### src/rtl/devport_ctl.sv
// ---------------------------------------------------------------------------
// devport_ctl : 68030 device-bus I/O cycle timer (setup/strobe/recovery, DSACK, BERR)
// Rev 1.0
// ---------------------------------------------------------------------------
`default_nettype none

module devport_ctl #(
   parameter int                 NCHAN        = 4,
   parameter logic [4*NCHAN-1:0] SETUP_W      = {NCHAN{4'd1}},
   parameter logic [4*NCHAN-1:0] STROBE_W     = {NCHAN{4'd2}},
   parameter logic [4*NCHAN-1:0] RECOV_W      = {NCHAN{4'd0}},
   parameter logic [NCHAN-1:0]   PORT16       = {NCHAN{1'b1}},
   parameter int                 BERR_TIMEOUT = 63
) (
   input  logic             CPU_CLK,
   input  logic             nRST,
   input  logic             nAS,
   input  logic             nDS,
   input  logic             RnW,
   input  logic [NCHAN-1:0] nCHSEL,
   output logic [1:0]       DSACK,
   output logic             BERR,
   output logic             nIORD,
   output logic             nIOWR,
   output logic [NCHAN-1:0] ACTIVE
);

   localparam int         CH_W    = (NCHAN > 1) ? $clog2(NCHAN) : 1;
   localparam logic [7:0] BERR_TC = 8'(BERR_TIMEOUT);

   typedef enum logic [1:0] {
      S_IDLE   = 2'd0,
      S_SETUP  = 2'd1,
      S_STROBE = 2'd2,
      S_ACK    = 2'd3
   } state_t;

   state_t          state_q, state_d;
   logic [3:0]      cnt_q, cnt_d;
   logic [CH_W-1:0] ch_q, ch_d;
   logic            strobe_en_q, strobe_en_d;
   logic [1:0]      dsack_q, dsack_d;
   logic [3:0]      recov_q [NCHAN];
   logic [3:0]      recov_d [NCHAN];
   logic [7:0]      wdog_q, wdog_d;

   logic [CH_W-1:0] win_ch;
   logic            win_any;
   logic            end_cycle;

   function automatic logic [3:0] field4(input logic [4*NCHAN-1:0] vec,
                                         input logic [CH_W-1:0]    idx);
      return vec[4*idx +: 4];
   endfunction

   // Lowest-index active select wins; scan downward so the last hit is the lowest.
   always_comb begin
      win_ch  = '0;
      win_any = 1'b0;
      for (int i = NCHAN - 1; i >= 0; i--) begin
         if (!nCHSEL[i]) begin
            win_ch  = CH_W'(i);
            win_any = 1'b1;
         end
      end
   end

   always_comb begin
      state_d     = state_q;
      cnt_d       = cnt_q;
      ch_d        = ch_q;
      strobe_en_d = strobe_en_q;
      dsack_d     = dsack_q;
      end_cycle   = 1'b0;

      case (state_q)
         S_IDLE: begin
            if (!nAS && win_any && (recov_q[win_ch] == 4'd0)) begin
               state_d = S_SETUP;
               ch_d    = win_ch;
               cnt_d   = field4(SETUP_W, win_ch);
            end
         end
         S_SETUP: begin
            if (nAS) begin
               end_cycle = 1'b1;
            end else if (cnt_q == 4'd0) begin
               state_d     = S_STROBE;
               cnt_d       = field4(STROBE_W, ch_q);
               strobe_en_d = 1'b1;
            end else begin
               cnt_d = cnt_q - 4'd1;
            end
         end
         S_STROBE: begin
            if (nAS) begin
               end_cycle = 1'b1;
            end else if (cnt_q == 4'd0) begin
               state_d = S_ACK;
               dsack_d = PORT16[ch_q] ? 2'b10 : 2'b01;
            end else begin
               cnt_d = cnt_q - 4'd1;
            end
         end
         S_ACK: begin
            if (nAS || nDS) begin
               end_cycle = 1'b1;
            end
         end
         default: begin
            state_d = S_IDLE;
         end
      endcase

      if (end_cycle) begin
         state_d     = S_IDLE;
         strobe_en_d = 1'b0;
         dsack_d     = 2'b00;
      end
   end

   // A normal end or abort reloads the finishing channel; all others just drain.
   always_comb begin
      for (int i = 0; i < NCHAN; i++) begin
         if (end_cycle && (ch_q == CH_W'(i))) begin
            recov_d[i] = RECOV_W[4*i +: 4];
         end else if (recov_q[i] != 4'd0) begin
            recov_d[i] = recov_q[i] - 4'd1;
         end else begin
            recov_d[i] = 4'd0;
         end
      end
   end

   always_comb begin
      wdog_d = wdog_q;
      if (nAS) begin
         wdog_d = 8'd0;
      end else if (wdog_q != BERR_TC) begin
         wdog_d = wdog_q + 8'd1;
      end
   end

   always_ff @(posedge CPU_CLK or negedge nRST) begin
      if (!nRST) begin
         state_q     <= S_IDLE;
         cnt_q       <= 4'd0;
         ch_q        <= '0;
         strobe_en_q <= 1'b0;
         dsack_q     <= 2'b00;
         wdog_q      <= 8'd0;
         for (int i = 0; i < NCHAN; i++) begin
            recov_q[i] <= 4'd0;
         end
      end else begin
         state_q     <= state_d;
         cnt_q       <= cnt_d;
         ch_q        <= ch_d;
         strobe_en_q <= strobe_en_d;
         dsack_q     <= dsack_d;
         wdog_q      <= wdog_d;
         for (int i = 0; i < NCHAN; i++) begin
            recov_q[i] <= recov_d[i];
         end
      end
   end

   // Strobes and DSACK gate on nDS so they release without waiting for an edge.
   always_comb begin
      nIORD  = ~(strobe_en_q & ~nDS & RnW);
      nIOWR  = ~(strobe_en_q & ~nDS & ~RnW);
      DSACK  = dsack_q & {2{~nDS}};
      BERR   = (wdog_q == BERR_TC);
      ACTIVE = '0;
      if (state_q != S_IDLE) begin
         ACTIVE[ch_q] = 1'b1;
      end
   end

endmodule

`default_nettype wire
### config.mk
export PLATFORM = sky130hd
export DESIGN_NAME = devport_ctl
export DESIGN_NICKNAME = d
export VERILOG_FILES = /design/src/rtl/devport_ctl.sv
export SDC_FILE = /design/constraint.sdc
export NUM_CORES = 1
export LEC_CHECK = 0
export BUFFER_PORTS_ARGS = -buffer_cell sky130_fd_sc_hd__buf_2
export CORE_ASPECT_RATIO = 1.75
export CORE_UTILIZATION = 33
export DETAILED_ROUTE_END_ITERATION = 7
export PLACE_DENSITY = 0.54
export SETUP_SLACK_MARGIN = 0.5
export SYNTH_ARGS = -nofsm -noshare
export SYNTH_HDL_FRONTEND = slang
export SYNTH_SLANG_ARGS = --single-unit
### constraint.sdc
create_clock -name CPU_CLK -period 6.25 [get_ports CPU_CLK]
set_input_delay 0.3125 -clock CPU_CLK [delete_from_list [all_inputs] [get_ports CPU_CLK]]
set_output_delay 0.3125 -clock CPU_CLK [all_outputs]
set_load 0.02 [all_outputs]
==> results of run 1 <==
[registers in the layout, indices dropped and copies added, names as in the netlist]
| signal | count |
|---|---|
| cnt_q | 4 |
| ch_q | 2 |
| state_q | 2 |
| recov_q | 16 |
| wdog_q | 8 |
| strobe_en_q | 1 |
| dsack_q | 1 |
[layout make-up]
cell class,instances,area share [%]
timing repair buffer,16,3.54
inverter,17,2.82
clock buffer,6,3.65
tap,78,4.32
sequential,34,37.6
multi-input combinational,154,47.5
clock inverter,2,0.553
[worst reg2reg max path, cell delays in order (launching register included)]
cell     delay [ns]
dfrtp_1        0.44
inv_1          0.11
ha_1           0.37
nor3_1         0.74
nor3b_1        0.45
a21oi_1        0.09
and2_1         0.17
[report_power, final]
group / internal (mW) / switching [mW]
clock network: 0.0885 / 0.0813
registers: 0.301 / 0.0805
logic: 0.239 / 0.284
total: 0.628 / 0.446
[worst max-delay path by stage]
stage	from	endpoint	slack, ns	depth (start not counted)
after floorplan	state_q[0]	recov_q[12]	4.23	7
after global routing	state_q[1]	recov_q[12]	3.41	6
after global placement	state_q[0]	recov_q[12]	3.83	6
final	state_q[0]	recov_q[12]	3.78	6
after CTS	state_q[0]	recov_q[12]	3.76	6
after detailed placement	state_q[0]	recov_q[12]	3.78	6
[per-layer routing]
metal / up-vias / track usage [%] / part of all wire [%]
met1: 729 / 17.0 / 42
li1: 774 / - / -
met4: 0 / 5.84 / 2.0
met5: - / 0 / 0
met2: 29 / 23.8 / 53
met3: 6 / 1.84 / 2.1
[cells in the final DEF (no fill, tap or decap), types with 3 or more instances in the layout]
| master | netlist | routed |
|---|---|---|
| nor3b_1 | 6 | 6 |
| nand2b_1 | 6 | 6 |
| buf_2 | 0 | 16 |
| a21oi_1 | 18 | 18 |
| dfrtp_1 | 34 | 34 |
| clkbuf_8 | 0 | 6 |
| a31oi_1 | 6 | 6 |
| nor2_1 | 26 | 26 |
| inv_1 | 17 | 17 |
| nand3b_1 | 4 | 4 |
| xnor2_1 | 3 | 3 |
| nor3_1 | 8 | 8 |
| or3_1 | 4 | 4 |
| nor2b_1 | 4 | 4 |
| ha_1 | 12 | 12 |
| nand2_1 | 8 | 8 |
| o21ai_0 | 7 | 7 |
| mux2i_1 | 4 | 4 |
[Yosys cell counts (2+ instances only)]
master / number
ha_1: 12
clkbuf_1: 5
o21ai_0: 7
or3_1: 4
and2_1: 2
o211ai_1: 2
xnor2_1: 3
mux2i_1: 4
nor3_1: 8
nand2b_1: 6
nand3b_1: 4
a31oi_1: 6
nor3b_1: 6
inv_1: 17
nor2_1: 26
a21o_1: 2
and3b_1: 2
o2bb2ai_1: 2
nand2_1: 8
or3b_2: 2
mux2_2: 2
nand3_1: 2
dfrtp_1: 34
mux2_4: 2
a21oi_1: 18
nor2b_1: 4
[logic make-up after synthesis]
| logic type | Yosys count |
|---|---|
| AND/OR/NAND/NOR | 82 |
| AO/OA/AOI/OAI | 47 |
| flip-flops | 34 |
| buffers and inverters | 23 |
| adder cells (fa/ha/maj) | 12 |
| multiplexers | 8 |
| XOR/XNOR | 4 |
| other | 1 |
[stage by stage]
stage               util, %  worst slack [ns]
CTS                    38.5              3.76
finish                 38.5              3.78
detailed placement     36.8              3.78
global route           38.5              3.41
floorplan                 -              4.23
global placement       36.8              3.83
==> summary.md, run 1 <==
| Metric | Value |
|---|---|
| Status | complete, no violations |
| Number of DRC markers in iteration 0 | 78 |
| Setup TNS | 0 ns |
| Crit path arrival time | 2.65 ns |
| Peak Freq | 0.404 GHz |
| Bufs on Longest Clock Path | 2 |
| Instance area at placement | approximately 2200 um2 |
| Slowest stage cell, crit path | nor3_1 |
| Multi-input gate area | 1070 um2 |
| Core box area | around 6000 um2 |
| Worst reg2reg endpoint | recov_q[12] |
| DIE HEIGHT | 105 um |
| Setup-failing EPs final | 0 |
| Initial antenna violation count | 0 |
| Worst-path clk slew | 0.07 ns |
| Mux cell area share after synthesis | 4.60% |
| Fin. Hold Viols | 0 |
| CTS Sinks | 34 |
| Via count | 1538 |
| Die Wd | 61.1 um |
| Final min period | around 2.5 ns |
| Data required, critical path | 6.43 ns |
| DP HPWL | 3020 um |
| Synth Cell Area | 2010 um2 |
| Hold buffer count at CTS | 0 |
| Post-CTS Resized | 0 |
| Post-Synth Adder-Cell Area | around 7.5% |
| R2r setup slk | 3.78 ns |
| Simple-gate share of the synthesized area | 23.3% |
| Synth warn | 0 |
| Total of max-cap violations | 0 |
| Diode count | 0 |
| Share of layout cells above drive strength 1 | 17.0% |
| Die area | 6430 um2 |
| Critical path peak fanout | 12 |
| XOR/XNOR Fraction of Synth Area | 1.74% |
| Root Buffer | clkbuf_8 |
| Kind of cell adding the most delay to the critical path | simple AND/OR/NAND/NOR gates |
| Worst hold path type | input port to asynchronous set/reset pin |
| Initial core utilization | 34.3% |
| Number of port buffers | 16 |
| Avg Cell Area, Syn | 9.55 um2 |
| Complex-gate fraction of the synthesized area | ~16% |
| # IOs | 18 |
| Leakage | 0.995 nW |
| Total power draw | 1.07 mW |
| TritonRoute pass-1 iters | 4 |
| Least-Margin Pin Slew | 0.823 ns |
| Post-route DRC | 0 |
| CP Capture Type | flip-flop |
| Layout Cells excl Fill | 307 |
| WS Path Type | flip-flop to flip-flop |
| CTS HTree Levels | 2 |
| Critical path launch point type | flip-flop |
| Vias/cell | about 5 |
| Top cells by area in the synthesized netlist | dfrtp_1, ha_1, nor2_1 |
| Total CTS buffers | 5 |
| Hold Slack | 0.0940 ns |
| Finished Cell Area | between 2000 and 2500 um2 |
| Mapped Nets | 232 |
| Vias in the first global route | 1531 |
| Async S/R FF share, synth | 100% |
| Clk Latency, worst-skew pair | 0.28 ns |
| Worst Reg-to-Reg Cells | 6 |
| Post-synthesis sequential area ratio | 42.2% |
| Slowest stage delay, CP | 0.74 ns |
| CP Buf/Inv Count | 1 |
| Overflow after GRT | 0 |
| FP Rows | 37 |
| Reg2reg start | state_q[0] |
| RSZ-0062 raised after global routing | no |
| Post CTS Setup Buffer Count | 0 |
| Detail Route Antenna Nets | 0 |
| Skew final | between 0.004 and 0.005 ns |
| Main combinational cell family by area after synthesis | simple AND/OR/NAND/NOR gates |
| Gpl congestion | 0.763 |
| First-pass GRT wire length | between 6000 and 7000 um |
| Pwr dens | 475 nW/um2 |
| Average wire per standard cell | between 10 and 15 um |
| Area Overhead vs Synth | 12.2% |
| Synth top area share | 42.2% |
| Gate Count Post-Synth | 211 |
| Largest net degree at the start of global routing | 35 |
| Reg area | 851 um2 |
| Maximum VDD drop | 0.000121 V |
| Total wire length | 3980 um |
| Period utilization | 39.6% |
| Yosys cell types | 47 |
| CP cell instances | inv_1 > ha_1 > nor3_1 > nor3b_1 > a21oi_1 > and2_1 |
| Area leader, netlist | dfrtp_1 |
| Flops & latches, synth | 34 |
| CTS tree | built |
| Ys flop type | dfrtp_1 |
| Slew Limit Fails | 0 |
| Worst slew margin | 44.7% |
| Dpl cells | 299 |
| Nets | 249 |
| Number of synthesized flops with an enable pin | 0 |
| Fill cells | around 620 |
| Total track usage | about 14% |
Power figures use the tool's default switching activity.
==> run 2: changes to the inputs <==
- clock period: 6.25 -> 2.5 ns (I/O delays scaled with it)
==> run 2 against run 1 <==
Compared with the run above: critical path depth down 1; cell area rose by 7.6%; largest power group unchanged; maximum frequency rose by 27%; non-clock buffer count is 13 higher; wire length increased by 5.0%; highest routed layer unchanged; clock power grew to 2.5 times the previous value; cell count grew 4.2%; first-iteration DRC count increased by 13%.
==> summary.md, run 2 (same netlist as run 1, synthesis figures left out) <==
| Metric | Value |
|---|---|
| Maximum VDD drop | 0.000319 V |
| Average wire per standard cell | 13.0 um |
| WS Path Type | flip-flop to flip-flop |
| Die Wd | approximately 60 um |
| Total power draw | 2.96 mW |
| Total track usage | 14.5% |
| Overflow after GRT | 0 |
| Crit path arrival time | 2.12 ns |
| Top reg by flops | recov_q |
| Clk Latency, worst-skew pair | 0.29 ns |
| Detail Route Antenna Nets | 0 |
| Period utilization | between 70% and 80% |
| Largest register FFs | 16 |
| Cell internal pwr | roughly 1.7 mW |
| Commonest non-fill, non-tap cell in the layout | dfrtp_1 |
| Share of layout cells above drive strength 1 | 25.2% |
| Kind of cell adding the most delay to the critical path | simple AND/OR/NAND/NOR gates |
| Fin. Hold Viols | 0 |
| Critical path launch point type | flip-flop |
| Setup TNS | 0 ns |
| Skew final | 0.00564 ns |
| Gpl congestion | just under 0.8 |
| Peak Freq | slightly above 0.5 GHz |
| Initial antenna violation count | 0 |
| Fill cells | 613 |
| Worst slew margin | ~50% |
| Worst hold path type | input port to flip-flop |
| Commonest non-fill, non-tap cells in the layout | dfrtp_1, nor2_1, a21oi_1 |
| Bufs on Longest Clock Path | 2 |
| CP cell instances | or4_4 > nand4_4 > o2111ai_4 > a31oi_4 > mux2_4 |
| Pwr dens | about 1200 nW/um2 |
| Total wire length | 4170 um |
| Clk pwr share | 14.4% |
| Combinational share of power | a little over half |
| Nets | 262 |
| Vias/cell | 5.05 |
| Die area | approximately 6400 um2 |
| Total of max-cap violations | 0 |
| Data required, critical path | 2.68 ns |
| Slew Limit Fails | 0 |
| Top flop regs | recov_q (16), wdog_q (8), cnt_q (4) |
| Largest net degree at the start of global routing | 35 |
| WHS Path Cells | 2 |
| Vias in the first global route | 1594 |
| Finished Cell Area | between 2000 and 2500 um2 |
| Status | complete, no violations |
| RSZ-0062 raised after global routing | yes |
| Worst-path clk slew | approximately 0.07 ns |
| Worst reg2reg endpoint | cnt_q[0] |
| Worst Reg-to-Reg Cells | 5 |
| Total CTS buffers | 5 |
| CTS HTree Levels | 2 |
| Initial core utilization | 34.3% |
| Final min period | 1.95 ns |
| DP HPWL | around 3000 um |
| CTS tree | built |
| Number of port buffers | 16 |
| Instance area at placement | ~2200 um2 |
| Core box area | 5880 um2 |
| CP Capture Type | flip-flop |
| TritonRoute pass-1 iters | 4 |
| Seq pwr share | 32.4% |
| Post-route DRC | 0 |
| Critical path peak fanout | 4 |
| Diode count | 0 |
| Root Buffer | clkbuf_8 |
| CP Buf/Inv Count | 0 |
| Setup-failing EPs final | 0 |
| Hold path start | nAS |
| First-pass GRT wire length | 7070 um |
| Via count | 1616 |
| Leakage | 1.07 nW |
| FP Rows | 37 |
| Worst Hold End | wdog_q[0] |
| Net Sw Power | 1.21 mW |
| Slowest stage delay, CP | 0.58 ns |
| Slowest stage cell, crit path | or4_4 |
| R2r setup slk | 0.55 ns |
| Area Overhead vs Synth | 20.7% |
| Reg2reg start | recov_q[2] |
| CTS Sinks | 34 |
| DIE HEIGHT | 105 um |
| Number of DRC markers in iteration 0 | 88 |
| # IOs | 18 |
| Least-Margin Pin Slew | 0.769 ns |
| Sw frac | roughly 41% |
## run 2: repair_timing
item | 4_1_cts | 5_1_grt
cloned | 0 | 0
gates resized for setup | 5 | 10
pin swaps | 5 | 3
endpoints found under the setup margin | 11 | 18
endpoints found under the hold margin | 34 | 0
hold buffers | 1 | 0
buffers inserted | 5 | 2
## run 2: layout make-up
class | instances | area, um2 | share of cell area (%)
sequential | 34 | 853 | 35.1
clock buffer | 7 | 86.3 | 3.55
multi-input combinational | 154 | 1150 | 47.1
timing repair buffer | 29 | 180 | 7.41
inverter | 17 | 63.8 | 2.62
tap | 78 | 97.6 | 4.01
clock inverter | 1 | 5.00 | 0.206
## run 2: metrics by stage
step                      hold WS (ns)  utilization (%)  worst slack (ns)  instances
after floorplan                 -0.171                -             0.557        211
after global placement           0.259             37.6             0.394        304
after detailed placement         0.251             37.6             0.398        304
after CTS                        0.191             40.4             0.495        318
after global routing             0.215             41.4             0.482        320
final                            0.190             41.4             0.552        320
## run 2: power groups by stage
stage               combinational (mW)  clock, mW  sequential (mW)
floorplan                         1.11          0            0.884
global placement                  1.37          0            0.957
detailed placement                1.39          0            0.961
CTS                               1.50      0.438            0.949
global route                      1.77      0.463            0.990
finish                            1.57      0.427            0.959
## run 2: worst max-delay path by stage
stage                start          to  slack (ns)  cells after the start
2_1_floorplan     cnt_q[0]    cnt_q[0]        0.56                      8
3_3_place_gp   recov_q[14]    cnt_q[0]        0.39                      5
3_5_place_dp   recov_q[14]    cnt_q[1]        0.40                      5
4_1_cts         state_q[0]  recov_q[8]        0.49                      9
5_1_grt         recov_q[2]    cnt_q[0]        0.48                      5
6_report        recov_q[2]    cnt_q[0]        0.55                      5
## run 2: metal layers
layer	track usage [%]	part of all wire, %	vias to the layer above
met1	16.5	41	786
li1	-	-	798
met2	25.4	54	25
met3	2.58	2.1	7
met4	6.01	2.1	0
met5	0	0	-
==> run 3: changes to the inputs <==
- ABC_AREA: default -> 1
- PLACE_DENSITY: 0.54 -> 0.56
- clock period: 2.5 -> 1.7 ns (I/O delays scaled with it)
==> run 3 against run 2 <==
Compared with the run above: total power is 68% higher; register-to-register slack worse by 0.53 ns; global-route usage is 1.3 points higher; sequential share of layout area is 6.1 points lower; clock skew hardly changed; wire length is 15% higher; cell count is 23% higher; largest power group unchanged.
==> summary.md, run 3 <==
| Metric | Value |
|---|---|
| Gpl congestion | 0.801 |
| CTS tree | built |
| Reg area | 855 um2 |
| Final min period | 1.67 ns |
| Total track usage | between 15 and 20% |
| Top cell by count, worst path | nand2_4 |
| Commonest non-fill, non-tap cell in the layout | nand2_1 |
| Overflow after GRT | 0 |
| Via count | 1832 |
| Layout Cells excl Fill | between 300 and 400 |
| DP HPWL | approximately 3000 um |
| Average wire per standard cell | 12.2 um |
| Avg Cell Area, Syn | 7.99 um2 |
| Cell with the most instances after synthesis | nand2_1 |
| Flops & latches, synth | 34 |
| Die Wd | 61.3 um |
| Leakage | 1.47 nW |
| Top reg by flops | recov_q |
| Worst hold path type | input port to flip-flop |
| Setup TNS | 0 ns |
| Post-route DRC | 0 |
| CTS HTree Levels | 2 |
| Detail Route Antenna Nets | 0 |
| Root Buffer | clkbuf_8 |
| Kind of cell adding the most delay to the critical path | flip-flops |
| Maximum VDD drop | a little over 0.0007 V |
| Bufs on Longest Clock Path | 2 |
| Core box area | 5930 um2 |
| Share of layout cells above drive strength 1 | 41.0% |
| Total of max-cap violations | 0 |
| Seq pwr share | 26.0% |
| Critical path launch point type | flip-flop |
| Total wire length | 4810 um |
| DIE HEIGHT | 106 um |
| Synth top area share | 41.9% |
| CP cell instances | inv_2 > ha_4 > nand2_4 > a21oi_4 > nand2_4 > buf_4 > nor3_4 > a211oi_1 |
| Top cells by area in the synthesized netlist | dfrtp_1, nand2_1, inv_1 |
| Post-synthesis sequential area ratio | about two fifths |
| Worst-path clk slew | around 0.07 ns |
| Clk Latency, worst-skew pair | 0.29 ns |
| Vias in the first global route | 1798 |
| Mapped Nets | 275 |
| Worst slack, placed | 0.0647 ns |
| Setup-failing EPs final | 0 |
| Setup ws final | 0.0266 ns |
| Crit path arrival time | 1.84 ns |
| Total power draw | between 4 and 5 mW |
| First-pass GRT wire length | 7640 um |
| Die area | 6480 um2 |
| Data required, critical path | between 1.5 and 2 ns |
| Status | complete, no violations |
| Area leader, netlist | dfrtp_1 |
| Number of port buffers | 16 |
| FP Rows | 37 |
| Total CTS buffers | 5 |
| Peak Freq | 0.598 GHz |
| Pwr dens | 1690 nW/um2 |
| Critical path peak fanout | 5 |
| Fin. Hold Viols | 0 |
| CTS Sinks | 34 |
| Vias/cell | about 4.6 |
| Nets | around 340 |
| Synth Cell Area | 2030 um2 |
| Slowest stage delay, CP | 0.41 ns |
| Largest net degree at the start of global routing | 35 |
| Slew Limit Fails | 0 |
| Net Sw Power | 2.16 mW |
| TritonRoute pass-1 iters | 6 |
| Ys flop type | dfrtp_1 |
| RSZ-0062 raised after global routing | yes |
| Diode count | 0 |
| Multi-input gate area | roughly 1300 um2 |
| Commonest non-fill, non-tap cells in the layout | nand2_1, inv_1, dfrtp_1 |
| Area Overhead vs Synth | 45.0% |
| Period utilization | 98.4% |
| Fill cells | roughly 570 |
| WS Path Type | flip-flop to flip-flop |
| Initial core utilization | 34.3% |
| CP Buf/Inv Count | 2 |
| Commonest cells post-synth | nand2_1, inv_1, dfrtp_1, nor2_1 |
| # IOs | 18 |
| Largest register FFs | 16 |
| Synth warn | 0 |
| Cell internal pwr | 2.82 mW |
| Number of DRC markers in iteration 0 | 59 |
| Number of synthesized flops with an enable pin | 0 |
| CP Capture Type | flip-flop |
| Async S/R FF share, synth | between 90% and 100% |
| Combinational share of power | between 60% and 70% |
| Slowest stage cell, crit path | dfrtp_1 |
| Clk pwr share | between 10% and 20% |
| Gate Count Post-Synth | between 200 and 300 |
| Top flop regs | recov_q (16), wdog_q (8), cnt_q (4) |
| Dpl cells | 350 |
| Initial antenna violation count | 0 |
| Sw frac | 43.4% |
| Skew final | 0.00600 ns |
| Yosys cell types | 33 |
==> run 3: cell count changes in the layout (fill, tap and decap cells not counted), sizes merged, moves of 5 or more <==
cell    previous run  this run
a21oi             18         7
a31oi              7         1
buf               28        56
inv               17        43
nand2              8        60
nand2b             6         0
nand3              2        18
nor3               8        19
nor3b              6         0
or3                5         0
==> run 3: cells by family after synthesis <==
group | share of synthesized area (%)
and+or+nand+nor | 30.3
buffers and inverters | 9.06
DFF | 41.9
AOI/OAI and AO/OA | 8.56
adders and majority gates | 7.39
xor gates and xnor gates | 2.59
other | 0.185
==> run 3: worst paths after layout <==
kind	start	slack, ns	cells past startpoint	end
hold / removal	nAS	0.11	2	wdog_q[4]
max in group asynchronous	nRST	1.22	3	ch_q[0]
min in group asynchronous	nRST	0.27	3	cnt_q[3]
setup / recovery	state_q[0]	0.03	8	recov_q[6]
hold reg to reg	recov_q[0]	0.43	1	recov_q[0]
setup reg to reg	state_q[0]	0.03	8	recov_q[6]
==> run 3: cell type report <==
class	count	area share [%]
multi-input cells	174	42.6
flip-flops and latches	34	29.0
repair buffers	57	16.3
inverters	44	5.73
well taps	78	3.31
clock buffers	7	2.93
clock inverters	1	0.170
==> run 3: repair_timing <==
action | in CTS | in global routing
pin swaps | 23 | 15
hold buffers | 1 | 0
gates resized for setup | 43 | 38
setup endpoints to repair | 38 | 39
endpoints found under the hold margin | 34 | 0
buffers inserted | 23 | 13
==> run 3: per-layer routing <==
metal / vias up / track usage (%) / wire, um
met5: - / 0 / 0
met3: 9 / 2.58 / 121
li1: 928 / - / -
met4: 0 / 7.63 / 102
met1: 865 / 16.4 / 1900
met2: 30 / 28.9 / 2690
==> run 3: power groups by stage <==
stage | Clock (mW) | Sequential, mW | Combinational, mW
after floorplan | 0 | 1.29 | 1.75
after global placement | 0 | 1.32 | 2.20
after detailed placement | 0 | 1.33 | 2.22
after CTS | 0.660 | 1.30 | 2.65
after global routing | 0.688 | 1.33 | 3.41
final | 0.641 | 1.30 | 3.04
==> run 3: metrics by stage <==
| stage | hold WS, ns | utilization (%) | cell area [um2] |
|---|---|---|---|
| floorplan | -0.211 | - | 2070 |
| global placement | 0.0602 | 38.3 | 2270 |
| detailed placement | 0.0643 | 38.3 | 2270 |
| CTS | 0.119 | 45.4 | 2690 |
| global route | 0.138 | 49.7 | 2950 |
| finish | 0.115 | 49.7 | 2950 |
